**config.mk**
```make
export PLATFORM = sky130hd
export DESIGN_NAME = fetch_stage
export DESIGN_NICKNAME = d
export VERILOG_FILES = /design/src/rtl/fetch_stage.sv
export SDC_FILE = /design/constraint.sdc
export NUM_CORES = 1
export LEC_CHECK = 0
export CAP_MARGIN = 20
export CORE_UTILIZATION = 35
export DETAILED_ROUTE_END_ITERATION = 12
export PLACE_DENSITY_LB_ADDON = 0.3
export SLEW_MARGIN = 20
export SYNTH_ARGS = -nofsm -noshare
export SYNTH_HDL_FRONTEND = slang
export SYNTH_SLANG_ARGS = --single-unit
```
**constraint.sdc**
```tcl
create_clock -name clock -period 3.9 [get_ports clock]
set_clock_uncertainty 0.2 [all_clocks]
set_input_delay 0.975 -clock clock [delete_from_list [all_inputs] [get_ports clock]]
set_output_delay 0.975 -clock clock [all_outputs]
set_load 0.01 [all_outputs]
```
**src/rtl/fetch_stage.sv**
```systemverilog
// Instruction fetch stage: drives the instruction memory handshake and
// fills the IF/ID register, with a one-entry skid buffer and redirect drain.
module fetch_stage #(
  parameter logic [31:0] RESET_PC = 32'h0000_0000
) (
  input  logic        clock,
  input  logic        reset,
  input  logic        stall,
  input  logic        branch_taken,
  input  logic [31:0] branch_target,
  output logic        imem_req,
  output logic [31:0] imem_addr,
  input  logic [31:0] imem_rdata,
  input  logic        imem_ready,
  output logic [63:0] ID,
  output logic        ID_valid
);

  typedef enum logic [1:0] {
    FETCH,
    HOLD,
    DRAIN
  } state_t;

  localparam logic [31:0] RST_PC = RESET_PC & ~32'd3;

  state_t      r_state, w_next;
  logic [31:0] r_pc, r_addr;
  logic [31:0] w_pc, w_addr;
  logic [31:0] w_tgt, w_inc;
  logic [63:0] r_id, r_skid;
  logic [63:0] w_id, w_skid;
  logic        r_valid, w_valid;

  assign w_tgt = branch_target & ~32'd3;
  assign w_inc = r_pc + 32'd4;

  always_comb begin
    w_next  = r_state;
    w_pc    = r_pc;
    w_addr  = r_addr;
    w_id    = r_id;
    w_valid = r_valid;
    w_skid  = r_skid;
    unique case (r_state)
      FETCH: begin
        if (branch_taken) begin
          w_pc    = w_tgt;
          w_valid = 1'b0;
          w_skid  = '0;
          // A response still in flight must be drained before redirecting
          if (imem_ready) w_addr = w_tgt;
          else            w_next = DRAIN;
        end else if (imem_ready) begin
          w_pc   = w_inc;
          w_addr = w_inc;
          if (stall) begin
            w_skid = {r_pc, imem_rdata};
            w_next = HOLD;
          end else begin
            w_id    = {r_pc, imem_rdata};
            w_valid = 1'b1;
          end
        end else if (!stall) begin
          w_valid = 1'b0;
        end
      end
      HOLD: begin
        if (branch_taken) begin
          w_pc    = w_tgt;
          w_addr  = w_tgt;
          w_valid = 1'b0;
          w_skid  = '0;
          w_next  = FETCH;
        end else if (!stall) begin
          w_id    = r_skid;
          w_valid = 1'b1;
          w_skid  = '0;
          w_next  = FETCH;
        end
      end
      DRAIN: begin
        w_valid = 1'b0;
        if (branch_taken) w_pc = w_tgt;
        if (imem_ready) begin
          w_addr = branch_taken ? w_tgt : r_pc;
          w_next = FETCH;
        end
      end
      default: w_next = FETCH;
    endcase
  end

  always_ff @(posedge clock) begin
    if (reset) begin
      r_state <= FETCH;
      r_pc    <= RST_PC;
      r_addr  <= RST_PC;
      r_id    <= '0;
      r_valid <= 1'b0;
      r_skid  <= '0;
    end else begin
      r_state <= w_next;
      r_pc    <= w_pc;
      r_addr  <= w_addr;
      r_id    <= w_id;
      r_valid <= w_valid;
      r_skid  <= w_skid;
    end
  end

  assign imem_req  = ~reset & (r_state != HOLD);
  assign imem_addr = r_addr;
  assign ID        = r_id;
  assign ID_valid  = r_valid;

endmodule

```
== Word-level counts from Yosys, hierarchy flattened ==
Cells that the tools add are included.
Word-level totals
  register bits: 195
  bits of input ports: 69
  output and inout port bits: 98
  logic and storage cells: 70
Cells by class
  $add $sub $neg: 1
  eq/ne operators: 15
  muxes and demuxes: 35
  bitwise operators: 2
  reduce and logical (&&, ||, !) cells: 11
Operators by type and width (count)
  2-to-1 mux 64 bit: 10
  one-hot mux 64 bit (2 select lines): 2
  2-to-1 mux 32 bit: 7
  one-hot mux 32 bit (3 select lines): 1
  one-hot mux 32 bit (2 select lines): 1
  adder 32 x 3 -> 32 bit (second input constant): 1
  2-to-1 mux 2 bit: 7
  inequality test 2 bit (second input constant): 7
  inequality test 3 bit (second input constant): 4
  AND reduction 4 bit: 2
  one-hot mux 2 bit (3 select lines): 1
  AND reduction 6 bit: 1
  2-to-1 mux 1 bit: 5
  AND reduction 5 bit: 1
  inequality test 4 bit (second input constant): 1
  AND reduction 2 bit: 2
  nonzero test 2 bit: 2
  one-hot mux 1 bit (3 select lines): 1
  nonzero test 3 bit: 1
  == test 2 x 1 -> 1 bit (second input constant): 1
  == test 2 bit (second input constant): 1
  logical NOT 2 bit: 1
  inequality test 2 x 1 -> 1 bit (second input constant): 1
  OR reduction 2 bit: 1
  2 further kinds: 2

== Longest topological paths before layout ==
  word-level depth: 4
  mapped depth: 10
  depth with buffers taken out: 7

== Worst setup path after synthesis ==
Ideal clock, no wire load.
  path type: input -> output
  start point: input reset
  end point: output imem_req
  arrival time: 1862 ps
  data required time: 2725 ps
  slack: 863 ps
  stages: 4
  path buffers: 3
  cell sequence: clkbuf_1 clkbuf_1 clkbuf_1 nor2_1
On the way
  cells in the longest elaborated chain, start to end: 2
Ends and longest elaborated chain
  start, declared: line 7  | input logic reset,
  inverter 1 bit: line 112  | assign imem_req = ~reset & (r_state != HOLD);
  bitwise AND 1 bit: line 112
  end, declared: line 11  | output logic imem_req,
Every way passes these cells.

== Worst setup path in the final report ==
  start point: register r_state[1]
  end point: output imem_req
On the way
  cells in the longest elaborated chain, start to end: 2
Ends and longest elaborated chain
  start, declared: line 27  | state_t r_state, w_next;
  start signal, assigned: line 103  | r_state <= w_next;
  inequality test 2 x 1 -> 1 bit: line 112
  bitwise AND 1 bit: line 112
Every way passes these cells.

==> impl_metrics.csv <==
group,metric,value,unit
global_routing,grt_usage,21.2,%
timing,setup-tns-final,0,ns
power,power_leakage,3.93,nW
timing,setup_viol_count_final,0,
critical_path,cp_num_buf_inv,2,
floorplanning,die_y,166,um
timing,hold_violations,0,
synth,synth_cell_types,62,
placed_design,placement.io_buffers,164,
global_routing,grt_pass1_wl,46.2,mm
synth,yosysSeqAreaShare,41.4,%
placed_design,dp.final_hpwl,19.6,mm
synth,syn-num-nets,1228,
layout,stdcell_area,12000,um^2
synth,ys_warn_count,0,
synth,synth_area,9420,um^2
timing,fin_crit_sh,79.0,%
placed_design,placedCellCount,1564,
synth,synth_area_leaders,"dfxtp_1 (41%), mux2i_1 (7.3%), a211oi_1 (6.1%), a21oi_1 (6.1%), nor2_1 (4.8%)",
drt,vias,8970,
floorplanning,die_w,166,um
floorplanning,die_area,27600,um^2
critical_path,cp-end-kind,"output port",
clock_tree,cts_tree,"done",
synth,synth_ff_type,"dfxtp_1",
synth,synth-simple-area-share,19.2,%
clock_tree,clk_latency,0.43,ns
layout,antenna_cells,0,
synth,synthTopCellsByCount,"dfxtp_1 (195), nor2_1 (121), a21oi_1 (114)",
status,violations,"design-rule violations",
drt,via_per_inst,5.62,
clock_tree,post_cts_buffers,0,
status,outcome,"complete, but fails checks",
clock_tree,htree_levels,4,
drt,antenna_left,0,
drt,drc,9,
timing,min_period,3.08,ns
clock_tree,postCtsResizedCells,0,
floorplanning,io_pins,167,
floorplanning,start_util,36.0,%
clock_tree,hold_buffers,0,
critical_path,start_kind,"register",
critical_path,critPathKind,"register to output port",
floorplanning,num_rows,59,
drt,wirelength,29.8,mm
clock_tree,cts.reportedPaths.clkPinSlew,0.08,ns
synth,synth_mux_area_share,8.17,%
timing,worst_pin_slew,0.912,ns
power,power_density,435,nW/um^2
critical_path,path_cells,"inv_1 > ha_4 > nor2_1 > clkdlybuf4s50_1",
global_routing,antenna_found_initial,0,
critical_path,cpLargestDelayFamily,"buffers and inverters",
critical_path,cp.arrival,1.90,ns
synth,synth_edf_count,0,
timing,slew_headroom,39.1,%
global_routing,grt_start_max_net_pins,169,
flow_run,drv_cap,0,
min_path,holdCritPathClass,"register to register",
layout,drive_above_1_share,6.66,%
critical_path,critPathMaxFanout,8,
drt,drt-pass1-iter-count,9,
synth,ys_seq_elements,195,
critical_path,crit_required,2.72,ns
layout,area.growth.synth_to_final,26.8,%
synth,synth_compound_area_share,23.3,%
clock_tree,cts_buffer_depth,2,
timing,max_freq,325,MHz
clock_tree,cts_buffers,17,
global_routing,grt_pass1_vias,8040,
placed_design,gp_congestion,0.906,
global_routing,grt_overflow,0,
layout,finalNetCount,1323,
synth,synth_xor_area_share,1.49,%
timing,drv_slew,0,
floorplanning,core-area,26200,um^2
clock_tree,clock-root-buffer,"clkbuf_16",
placed_design,placed_cell_area,11300,um^2
synth,async_flop_share,0,%
power,ir_worst_vdd,0.208,mV
synth,synth_top_family_by_area,"compound AO/OA/AOI/OAI gates",
layout,stdcell_count,1597,
synth,synth.most_common_cell,"dfxtp_1",
drt,wl_per_cell,18.6,um
synth,synth_top_area_share,41.4,%
critical_path,max_stage_delay,0.58,ns
synth,synthAdderAreaFrac,0.664,%
clock_tree,clkSinkCount,195,
synth,yosys.area.top_type,"dfxtp_1",
synth,synth.avg_cell_area,8.16,um^2
synth,synth_cells,1154,
timing,rsz0062_at_grt,"false",
drt,drtIter0Drc,780,
critical_path,worst_path_max_delay_cell,"clkdlybuf4s50_1",
==> sequential cells by signal, indices dropped and copies added (netlist names) <==
name,cells
imem_addr,32
r_skid,64
r_pc,32
r_state,2
ID_valid,1
ID,64
==> cell type report <==
type	count	area, um^2
Timing Repair Buffer	198	1960
Fill cell	2527	14300
Inverter	13	48.8
Clock inverter	14	166
Tap cell	335	419
Sequential cell	195	3900
Multi-Input combinational cell	824	5010
Clock buffer	18	439
==> cell usage in the layout (no fill, tap or decap), types with 3 or more instances in the layout <==
master	netlist	routed
nand3_1	86	86
or3_1	8	8
a22o_1	3	3
a21o_1	3	3
xor2_1	8	8
clkdlybuf4s50_1	0	162
a221oi_1	23	23
a31oi_1	11	11
mux2i_1	69	69
clkinv_8	0	3
or4_1	3	3
and2_1	5	5
nor2_1	121	120
a211o_1	3	3
inv_1	13	13
o21ai_0	52	52
clkbuf_16	0	17
nand2b_1	6	6
ha_1	5	4
buf_12	0	5
nor4_1	12	12
buf_4	3	29
inv_6	0	4
nand4_1	10	10
nor2b_1	4	4
dfxtp_1	195	195
mux2_2	7	7
o311ai_0	5	5
and4_1	4	4
nor3_1	21	20
o31a_1	5	5
a211oi_1	77	77
xnor2_1	8	8
a22oi_1	7	7
a21oi_1	114	114
o211ai_1	5	5
and3_1	7	7
o21a_1	7	7
nand2_1	96	96
==> worst min-delay path, stage by stage, from the launching register on <==
cell     delay, ns
dfxtp_1       0.31
nand2_1       0.05
a21oi_1       0.05
==> final timing paths <==
path | start | to | slack (ns) | cells after the start
setup / recovery | r_state[1]$_SDFFE_PP0P_ | imem_req | 0.82 | 4
hold / removal | r_skid[20]$_SDFFE_PP0P_ | r_skid[20]$_SDFFE_PP0P_ | 0.25 | 2
setup reg to reg | r_pc[2]$_SDFFE_PP0P_ | r_pc[28]$_SDFFE_PP0P_ | 0.88 | 6
hold reg to reg | r_skid[20]$_SDFFE_PP0P_ | r_skid[20]$_SDFFE_PP0P_ | 0.25 | 2
==> power by group <==
group,internal [mW],switching (mW),total (mW)
combinational,0.494,0.617,1.11
clock,0.934,0.862,1.80
sequential,2.14,0.157,2.29
total,3.57,1.64,5.20
==> layer usage <==
metal	GRT usage, %	part of all wire, %	vias up
li1	-	-	4396
met1	30.4	48	4247
met2	31.5	44	289
met3	4.19	6.2	38
met4	7.11	2.0	0
met5	0	0	-
==> cells by family (layout without fill, tap and decap cells) <==
| group | count (synthesis) | in the layout |
|---|---|---|
| buffers and inverters | 135 | 243 |
| AND/OR/NAND/NOR | 390 | 390 |
| AO/OA/AOI/OAI | 337 | 337 |
| flip-flops | 195 | 195 |
| adder cells (fa/ha/maj) | 5 | 5 |
| multiplexers | 76 | 76 |
| XOR/XNOR | 16 | 16 |
==> metrics by stage <==
stage	setup slack, ns	hold slack [ns]	util [%]	power, mW
finish	0.820	0.251	45.6	5.20
global route	0.717	0.267	45.6	5.45
detailed placement	0.551	0.243	43.2	3.44
CTS	0.813	0.253	45.5	5.24
floorplan	0.863	0.232	-	2.93
global placement	0.526	0.237	43.2	3.42
Power figures use the tool's default switching activity.
